### src/rtl/seg7_hex_capture.sv
// seg7_hex_capture
//   Watches a multiplexed, active-low 7-segment display bus and turns each
//   stable segment pattern back into a hex nibble. It assembles the decoded
//   digits into a multi-digit word and flags frames that contain illegal
//   patterns.
//
// Ports
//   clk          : system clock, all state changes on the rising edge
//   reset        : synchronous, active-high reset
//   SEG[6:0]     : segment lines, active low, SEG[0]=a .. SEG[6]=g
//   DIG_EN       : digit enables, active low, bit k selects digit k
//   NIBBLES      : live decoded value per slot, slot k = NIBBLES[4k+3:4k]
//   SLOT_ERR     : last capture of slot k was an illegal pattern
//   SLOT_BLANK   : last capture of slot k was blank (all segments off)
//   FRAME        : word latched when every slot has been captured once
//   FRAME_ERR    : OR of the slot error flags over the latched frame
//   FRAME_STROBE : one-cycle pulse marking a FRAME/FRAME_ERR update
module seg7_hex_capture #(
  parameter int DIGITS        = 4,
  parameter int STABLE_CYCLES = 4
) (
  input  logic                  clk,
  input  logic                  reset,
  input  logic [6:0]            SEG,
  input  logic [DIGITS-1:0]     DIG_EN,
  output logic [4*DIGITS-1:0]   NIBBLES,
  output logic [DIGITS-1:0]     SLOT_ERR,
  output logic [DIGITS-1:0]     SLOT_BLANK,
  output logic [4*DIGITS-1:0]   FRAME,
  output logic                  FRAME_ERR,
  output logic                  FRAME_STROBE
);

  localparam int              SMP_W   = DIGITS + 7;
  localparam logic [7:0]      CNT_MAX = 8'(STABLE_CYCLES);
  localparam logic [7:0]      CNT_CAP = 8'(STABLE_CYCLES - 1);
  localparam logic [DIGITS-1:0] EN_ONE = DIGITS'(1'b1);

  typedef enum logic [1:0] {
    ST_IDLE  = 2'd0,
    ST_TRACK = 2'd1,
    ST_HELD  = 2'd2
  } state_t;

  // Decode a segment pattern into {legal, blank, nibble}; exact match only.
  function automatic logic [5:0] seg_decode(input logic [6:0] seg);
    logic [5:0] res;
    case (seg)
      7'b1000000: res = {2'b10, 4'h0};
      7'b1111001: res = {2'b10, 4'h1};
      7'b0100100: res = {2'b10, 4'h2};
      7'b0110000: res = {2'b10, 4'h3};
      7'b0011001: res = {2'b10, 4'h4};
      7'b0010010: res = {2'b10, 4'h5};
      7'b0000010: res = {2'b10, 4'h6};
      7'b1111000: res = {2'b10, 4'h7};
      7'b0000000: res = {2'b10, 4'h8};
      7'b0010000: res = {2'b10, 4'h9};
      7'b0001000: res = {2'b10, 4'hA};
      7'b0000011: res = {2'b10, 4'hB};
      7'b1000110: res = {2'b10, 4'hC};
      7'b0100001: res = {2'b10, 4'hD};
      7'b0000110: res = {2'b10, 4'hE};
      7'b0001110: res = {2'b10, 4'hF};
      7'b1111111: res = {2'b01, 4'h0};
      default:    res = {2'b00, 4'h0};
    endcase
    return res;
  endfunction

  state_t                state_r, state_nx_s;
  logic [SMP_W-1:0]      smp_r;
  logic [7:0]            cnt_r, cnt_nx_s;
  logic [4*DIGITS-1:0]   nib_r, nib_nx_s;
  logic [DIGITS-1:0]     err_r, err_nx_s;
  logic [DIGITS-1:0]     blank_r, blank_nx_s;
  logic [DIGITS-1:0]     seen_r, seen_nx_s;
  logic [4*DIGITS-1:0]   frame_r;
  logic                  frame_err_r;
  logic                  strobe_r;

  logic [SMP_W-1:0]      in_s;
  logic                  same_s;
  logic [DIGITS-1:0]     en_low_s;
  logic                  single_s;
  logic                  cap_s;
  logic                  done_s;
  logic [5:0]            dec_s;

  // Input qualification: match against the sample and one-enable-low test.
  always_comb begin
    in_s     = {DIG_EN, SEG};
    same_s   = (in_s == smp_r);
    en_low_s = ~DIG_EN;
    // x & (x-1) clears the lowest set bit; zero result means one bit set.
    single_s = (en_low_s != '0) && ((en_low_s & (en_low_s - EN_ONE)) == '0);
    dec_s    = seg_decode(SEG);
  end

  // Stability counter: restart at 1 on change, otherwise saturate.
  always_comb begin
    cnt_nx_s = cnt_r;
    if (!same_s) begin
      cnt_nx_s = 8'd1;
    end else if (cnt_r < CNT_MAX) begin
      cnt_nx_s = cnt_r + 8'd1;
    end else begin
      cnt_nx_s = cnt_r;
    end
  end

  // Next-state logic; any input change falls back to TRACK or IDLE.
  always_comb begin
    state_nx_s = state_r;
    if (!same_s) begin
      state_nx_s = single_s ? ST_TRACK : ST_IDLE;
    end else begin
      case (state_r)
        ST_IDLE:  state_nx_s = single_s ? ST_TRACK : ST_IDLE;
        ST_TRACK: state_nx_s = cap_s ? ST_HELD : ST_TRACK;
        ST_HELD:  state_nx_s = ST_HELD;
        default:  state_nx_s = ST_IDLE;
      endcase
    end
  end

  // Output logic: capture fires once, on the STABLE_CYCLES-th identical edge.
  always_comb begin
    cap_s = 1'b0;
    case (state_r)
      ST_TRACK: cap_s = same_s && (cnt_r == CNT_CAP);
      ST_IDLE:  cap_s = 1'b0;
      ST_HELD:  cap_s = 1'b0;
      default:  cap_s = 1'b0;
    endcase
  end

  // Per-slot update for the captured digit and the seen-mask.
  always_comb begin
    nib_nx_s   = nib_r;
    err_nx_s   = err_r;
    blank_nx_s = blank_r;
    seen_nx_s  = seen_r;
    for (int k = 0; k < DIGITS; k++) begin
      if (cap_s && en_low_s[k]) begin
        seen_nx_s[k] = 1'b1;
        if (dec_s[5]) begin
          nib_nx_s[4*k +: 4] = dec_s[3:0];
          err_nx_s[k]        = 1'b0;
          blank_nx_s[k]      = 1'b0;
        end else if (dec_s[4]) begin
          nib_nx_s[4*k +: 4] = 4'h0;
          err_nx_s[k]        = 1'b0;
          blank_nx_s[k]      = 1'b1;
        end else begin
          // Illegal pattern keeps the previous nibble.
          err_nx_s[k]        = 1'b1;
          blank_nx_s[k]      = 1'b0;
        end
      end else begin
        seen_nx_s[k] = seen_r[k];
      end
    end
    done_s = cap_s && (seen_nx_s == '1);
  end

  // State, sampler, slot and frame registers.
  always_ff @(posedge clk) begin
    if (reset) begin
      state_r     <= ST_IDLE;
      smp_r       <= '0;
      cnt_r       <= 8'd0;
      nib_r       <= '0;
      err_r       <= '0;
      blank_r     <= '0;
      seen_r      <= '0;
      frame_r     <= '0;
      frame_err_r <= 1'b0;
      strobe_r    <= 1'b0;
    end else begin
      state_r  <= state_nx_s;
      smp_r    <= in_s;
      cnt_r    <= cnt_nx_s;
      nib_r    <= nib_nx_s;
      err_r    <= err_nx_s;
      blank_r  <= blank_nx_s;
      strobe_r <= done_s;
      if (done_s) begin
        frame_r     <= nib_nx_s;
        frame_err_r <= |err_nx_s;
        seen_r      <= '0;
      end else begin
        frame_r     <= frame_r;
        frame_err_r <= frame_err_r;
        seen_r      <= seen_nx_s;
      end
    end
  end

  assign NIBBLES      = nib_r;
  assign SLOT_ERR     = err_r;
  assign SLOT_BLANK   = blank_r;
  assign FRAME        = frame_r;
  assign FRAME_ERR    = frame_err_r;
  assign FRAME_STROBE = strobe_r;

endmodule

### config.mk
export PLATFORM = sky130hd
export DESIGN_NAME = seg7_hex_capture
export DESIGN_NICKNAME = d
export VERILOG_FILES = /design/src/rtl/seg7_hex_capture.sv
export SDC_FILE = /design/constraint.sdc
export NUM_CORES = 1
export LEC_CHECK = 0
export BUFFER_PORTS_ARGS = -buffer_cell sky130_fd_sc_hd__buf_4
export CORE_ASPECT_RATIO = 1.5
export CORE_UTILIZATION = 62
export CTS_BUF_LIST = sky130_fd_sc_hd__clkbuf_4
export DETAILED_ROUTE_END_ITERATION = 8
export PLACE_DENSITY_LB_ADDON = 0.08
export SLEW_MARGIN = 20
export SYNTH_ARGS = -nofsm -noshare
export SYNTH_HDL_FRONTEND = slang
export SYNTH_SLANG_ARGS = --single-unit
### constraint.sdc
create_clock -name clk -period 3 [get_ports clk]
set_input_delay 0.3 -clock clk [delete_from_list [all_inputs] [get_ports clk]]
set_output_delay 0.3 -clock clk [all_outputs]
set_load 0.02 [all_outputs]
# [Word-level counts from Yosys, hierarchy flattened]
# Cells that the tools add are included.
[totals] register_bits=67 latch_bits=0 ramBits=0 romBits=0 inputBits=13 out_inout_bits=42 word_cells=88 n_memories=0
[classes] addsub=2 mul=0 div_mod_pow=0 order_cmp=1 eq_ne=22 n_shift=0 mux=32 bitwise=3 reduce_logical=14
[ops] op="$pmux W6 S17" n=1
[ops] op="$mux W4" n=12
[ops] op="$eq A7 B7 Y1 const B" n=5
[ops] op="$eq A7 B5 Y1 const B" n=3
[ops] op="$eq A7 B6 Y1 const B" n=3
[ops] op="$mux W1" n=16
[ops] op="$eq A7 B2 Y1 const B" n=2
[ops] op="$eq A7 B4 Y1 const B" n=2
[ops] op="$eq A11 B11 Y1" n=1
[ops] op="$add A8 B1 Y8 const B" n=1
[ops] op="$eq A8 B2 Y1 const B" n=1
[ops] op="$lt A8 B3 Y1 const B" n=1
[ops] op="$eq A7 B3 Y1 const B" n=1
[ops] op="$logic_and A1 B1 Y1" n=7
[ops] op="$logic_not A7 Y1" n=1
[ops] op="$pmux W2 S3" n=1
[ops] op="$and A4 B4 Y4" n=1
[ops] op="$eq A4 B4 Y1 const B" n=1
[ops] op="$logic_not A4 Y1" n=1
[ops] op="$mux W2" n=2
[ops] op="$not A4 Y4" n=1
[ops] op="$reduce_bool A4 Y1" n=1
[ops] op="$reduce_or A2 Y1" n=2
[ops] op="$reduce_or A4 Y1" n=1
[ops] op="6 further kinds" n=6

# [Depth between registers and ports, before layout]
[logic_depth] ltp_word=8 mapped_depth=9 depth_no_buf=7

# [Worst setup path after synthesis]
# No wires, ideal clock.
[synth_path] path_kind="input to register" from="input DIG_EN[1]" to="register frame_r[10], in the netlist FRAME[10]" setup_time_ns=0.070 arrival_time_ns=1.929 t_required_ns=2.930 slack_ns=1.001 path_stages=8 n_path_buf=2 path_cell_list="clkbuf_1 xnor2_1 nand3_1 or3_1 buf_6 nor3_1 a21oi_1 a21oi_1"
[synth_via] elab_chain_len=7 elab_cells_between_ends=15 classes_between="eq/ne (2); mux (6); bitwise (1); reduce/logical (6)"
[synth_rtl] element="start, declared" line="25" source="input logic [DIGITS-1:0] DIG_EN,"
[synth_rtl] element="$eq A11 B11 Y1" line="93" source="same_s = (in_s == smp_r);"
[synth_rtl] element="$logic_and A1 B1 Y1" line="131" source="ST_TRACK: cap_s = same_s && (cnt_r == CNT_CAP);"
[synth_rtl] element="$mux W1" line="130" source="case (state_r)"
[synth_rtl] element="$logic_and A1 B1 Y1" line="145" source="if (cap_s && en_low_s[k]) begin"
[synth_rtl] element="$mux W1" line="145"
[synth_rtl] element="$eq A4 B4 Y1" line="164" source="done_s = cap_s && (seen_nx_s == '1);"
[synth_rtl] element="$logic_and A1 B1 Y1" line="164"
[synth_rtl] element="end signal, assigned" line="189" source="frame_r <= nib_nx_s;"
[synth_rtl] element="end signal, assigned" line="193" source="frame_r <= frame_r;"
[synth_rtl] element="end, declared" line="78" source="logic [4*DIGITS-1:0] frame_r;"
# Parallel ways exist; a longest one is shown, timed or not.
# A chain may end at the register's enable or synchronous reset.

# [Worst setup path after layout]
[layout_path] from="register cnt_r[7]" to="register seen_r[2]"
[layout_via] elab_chain_len=8 elab_cells_between_ends=14 classes_between="eq/ne (2); mux (5); reduce/logical (7)"
[layout_rtl] element="start, declared" line="73" source="logic [7:0] cnt_r, cnt_nx_s;"
[layout_rtl] element="start signal, assigned" line="183" source="cnt_r <= cnt_nx_s;"
[layout_rtl] element="$eq A8 B2 Y1 *" line="131"
[layout_rtl] element="$logic_and A1 B1 Y1 *" line="131"
[layout_rtl] element="$mux W1 *" line="130"
[layout_rtl] element="$logic_and A1 B1 Y1" line="145"
[layout_rtl] element="$mux W1" line="145"
[layout_rtl] element="$eq A4 B4 Y1" line="164"
[layout_rtl] element="$logic_and A1 B1 Y1" line="164"
[layout_rtl] element="$reduce_or A2 Y1 (no line)"
[layout_rtl] element="end signal, assigned" line="195" source="seen_r <= seen_nx_s;"
[layout_rtl] element="end, declared" line="77" source="logic [DIGITS-1:0] seen_r, seen_nx_s;"
# Every way passes the cells marked *; elsewhere a longest branch is shown, timed or not.

==> reports/metrics.csv <==
metric,value,unit
clock_sinks,67,
portBuffers,54,
synth.top_cell.area_share,45.0,%
path_max_fanout,34,
synth.most_common_cell,dfxtp_1,
fin_util,76.4,%
layout.nets,387,
drt_iter0_drc,110,
setup-tns-final,0,ns
antenna_found_initial,0,
hp-class,in -> reg,
rows,30,
max-cap-violations,0,
cts_tree,built,
drc_errors,0,
dr.pass1.iters,4,
boundaryPins,55,
ctsResizeCount,0,
postCtsSetupBuffers,0,
required,3.29,ns
slowest_stage,or4_4,
worstPathArrival,2.71,ns
synth_common_cells,"67 x dfxtp_1, 34 x a21oi_1, 30 x nor2_1",
clock_latency,0.40,ns
leakage,1.49,nW
fp.dieW,58.6,um
gp_congestion,0.855,
ys.flop_type,dfxtp_1,
rsz0062_at_grt,false,
netlist_area,2980,sq um
setup_viol,0,
path_clk_slew,0.11,ns
grtUsageTotal,26.4,%
slew_headroom,47.5,%
syn_to_final_growth,17.4,%
yosysTopAreaCell,dfxtp_1,
critical_path.endpoint_type,flop,
crit_chain,"or4_4, nand3b_4, nor4_4, and2_1, buf_4, nor2_1, o21a_1",
grt_pass1_vias,2260,
min_period,2.42,ns
diodes,0,
slew_violations,0,
dp_hpwl,4490,um
ys_seq_elements,67,
tightest_slew,0.782,ns
fin_crit_sh,80.7,%
die_y,86.9,um
synth_area_leaders,"dfxtp_1 45%, a21oi_1 5.7%, o21bai_1 4.3%",
grt-ovfl-total,0,
cts_root_buf,clkbuf_4,
wl_per_cell,14.4,um
ant_nets,0,
skew,0.0177,ns
grt_pass1_wl,10300,um
crit_path_max_incr_delay,0.53,ns
grt_start_max_net_pins,61,
start_kind,flop,
hold_buffers,0,
outcome,"finished, final reports clean",
hold_viol,0,
numCtsBuffers,9,
coreArea,4580,sq um
syn-num-nets,343,
power_density,480,nW/um^2
max-clock-path-buffers,2,
yosysSeqAreaShare,45.0,%
yosys_warnings,0,
fmax,0.413,GHz
ir_drop,0.450,mV
htree_levels,3,
ys_async_sr_fraction,0,%
drt_wl_total,6370,um
synthDistinctLibCells,45,
synthCells,329,
fp.dieArea,5100,sq um
path_class,reg -> reg,
initial_core_util,65.1,%
vias,2487,
syn_area_per_cell,9.06,sq um
drive_above_1_share,22.5,%
avgViaCountPerCell,5.63,
synth-edff-count,0,
## worst max-delay path, delay by kind of cell (launching register included)
kind | cells | cell delay, ns
AO/OA/AOI/OAI | 1 | 0.14
flip-flops | 1 | 0.33
AND/OR/NAND/NOR | 5 | 1.51
buffers and inverters | 1 | 0.32
## sequential cells by signal (all words and copies together) (netlist names)
name and count:
FRAME 16, FRAME_ERR 1, FRAME_STROBE 1, NIBBLES 16, SLOT_BLANK 4, SLOT_ERR 4, cnt_r 8, seen_r 4
smp_r 11, state_r 2
## report_power, final
part / internal [mW] / switching (mW) / total, mW
sequential: 0.899 / 0.00413 / 0.903
clock: 0.337 / 0.318 / 0.655
combinational: 0.0496 / 0.0711 / 0.121
total: 1.29 / 0.393 / 1.68
## final timing paths
kind	start	to	slack, ns	depth (start not counted)
setup reg to reg	cnt_r[7]	seen_r[2]	0.58	7
hold reg to reg	SLOT_BLANK[0]	SLOT_BLANK[0]	0.46	2
hold / removal	SEG[6]	smp_r[6]	0.23	2
setup / recovery	cnt_r[7]	seen_r[2]	0.58	7
## cell families (layout without fill, tap and decap cells)
kind of cell	Yosys count	count (layout)	share of synthesized area (%)
AND/OR/NAND/NOR	115	115	20.9
AO/OA/AOI/OAI	99	99	23.4
flip-flops	67	67	45.0
buffers and inverters	33	82	6.13
XOR/XNOR	13	13	3.82
adder cells (fa/ha/maj)	1	1	0.420
multiplexers	1	1	0.336
## per-layer routing
layer	wire (um)	GRT usage [%]	share of wire [%]
met2	3360	46.1	53
met3	348	4.90	5.5
met4	77	11.0	1.2
met1	2590	31.3	41
met5	0	0	0
## cell usage in the layout (no fill, tap or decap), drive strengths merged, types with 7 or more instances in the layout
cell type	synthesis	layout
dfxtp	67	67
a21oi	34	34
nor2	30	30
xnor2	13	13
nor3	14	14
inv	9	10
nor2b	10	10
buf	13	57
o21bai	17	17
a2bb2oi	12	12
and2	7	7
o21ai	7	7
nand2	28	28
clkbuf	11	9
## per-stage QoR
step           cell area (sq um)  hold slack, ns  cells  setup WS [ns]  total power [mW]
4_1_cts                     3500           0.211    442          0.584              1.69
3_5_place_dp                3340           0.451    426          0.615              1.04
3_3_place_gp                3340           0.442    426          0.682              1.04
2_1_floorplan               2980           0.430    329           1.00              1.02
5_1_grt                     3500           0.224    442          0.407              1.73
6_report                    3500           0.227    442          0.580              1.68
## layout make-up
type	instances	area, sq um
inverters	9	33.8
clock inverters	7	91.3
flip-flops and latches	67	1340
multi-input cells	229	1460
well taps	64	80.1
fillers	370	1080
repair buffers	57	428
clock buffers	9	67.6
(Power assumes the default switching activity.)
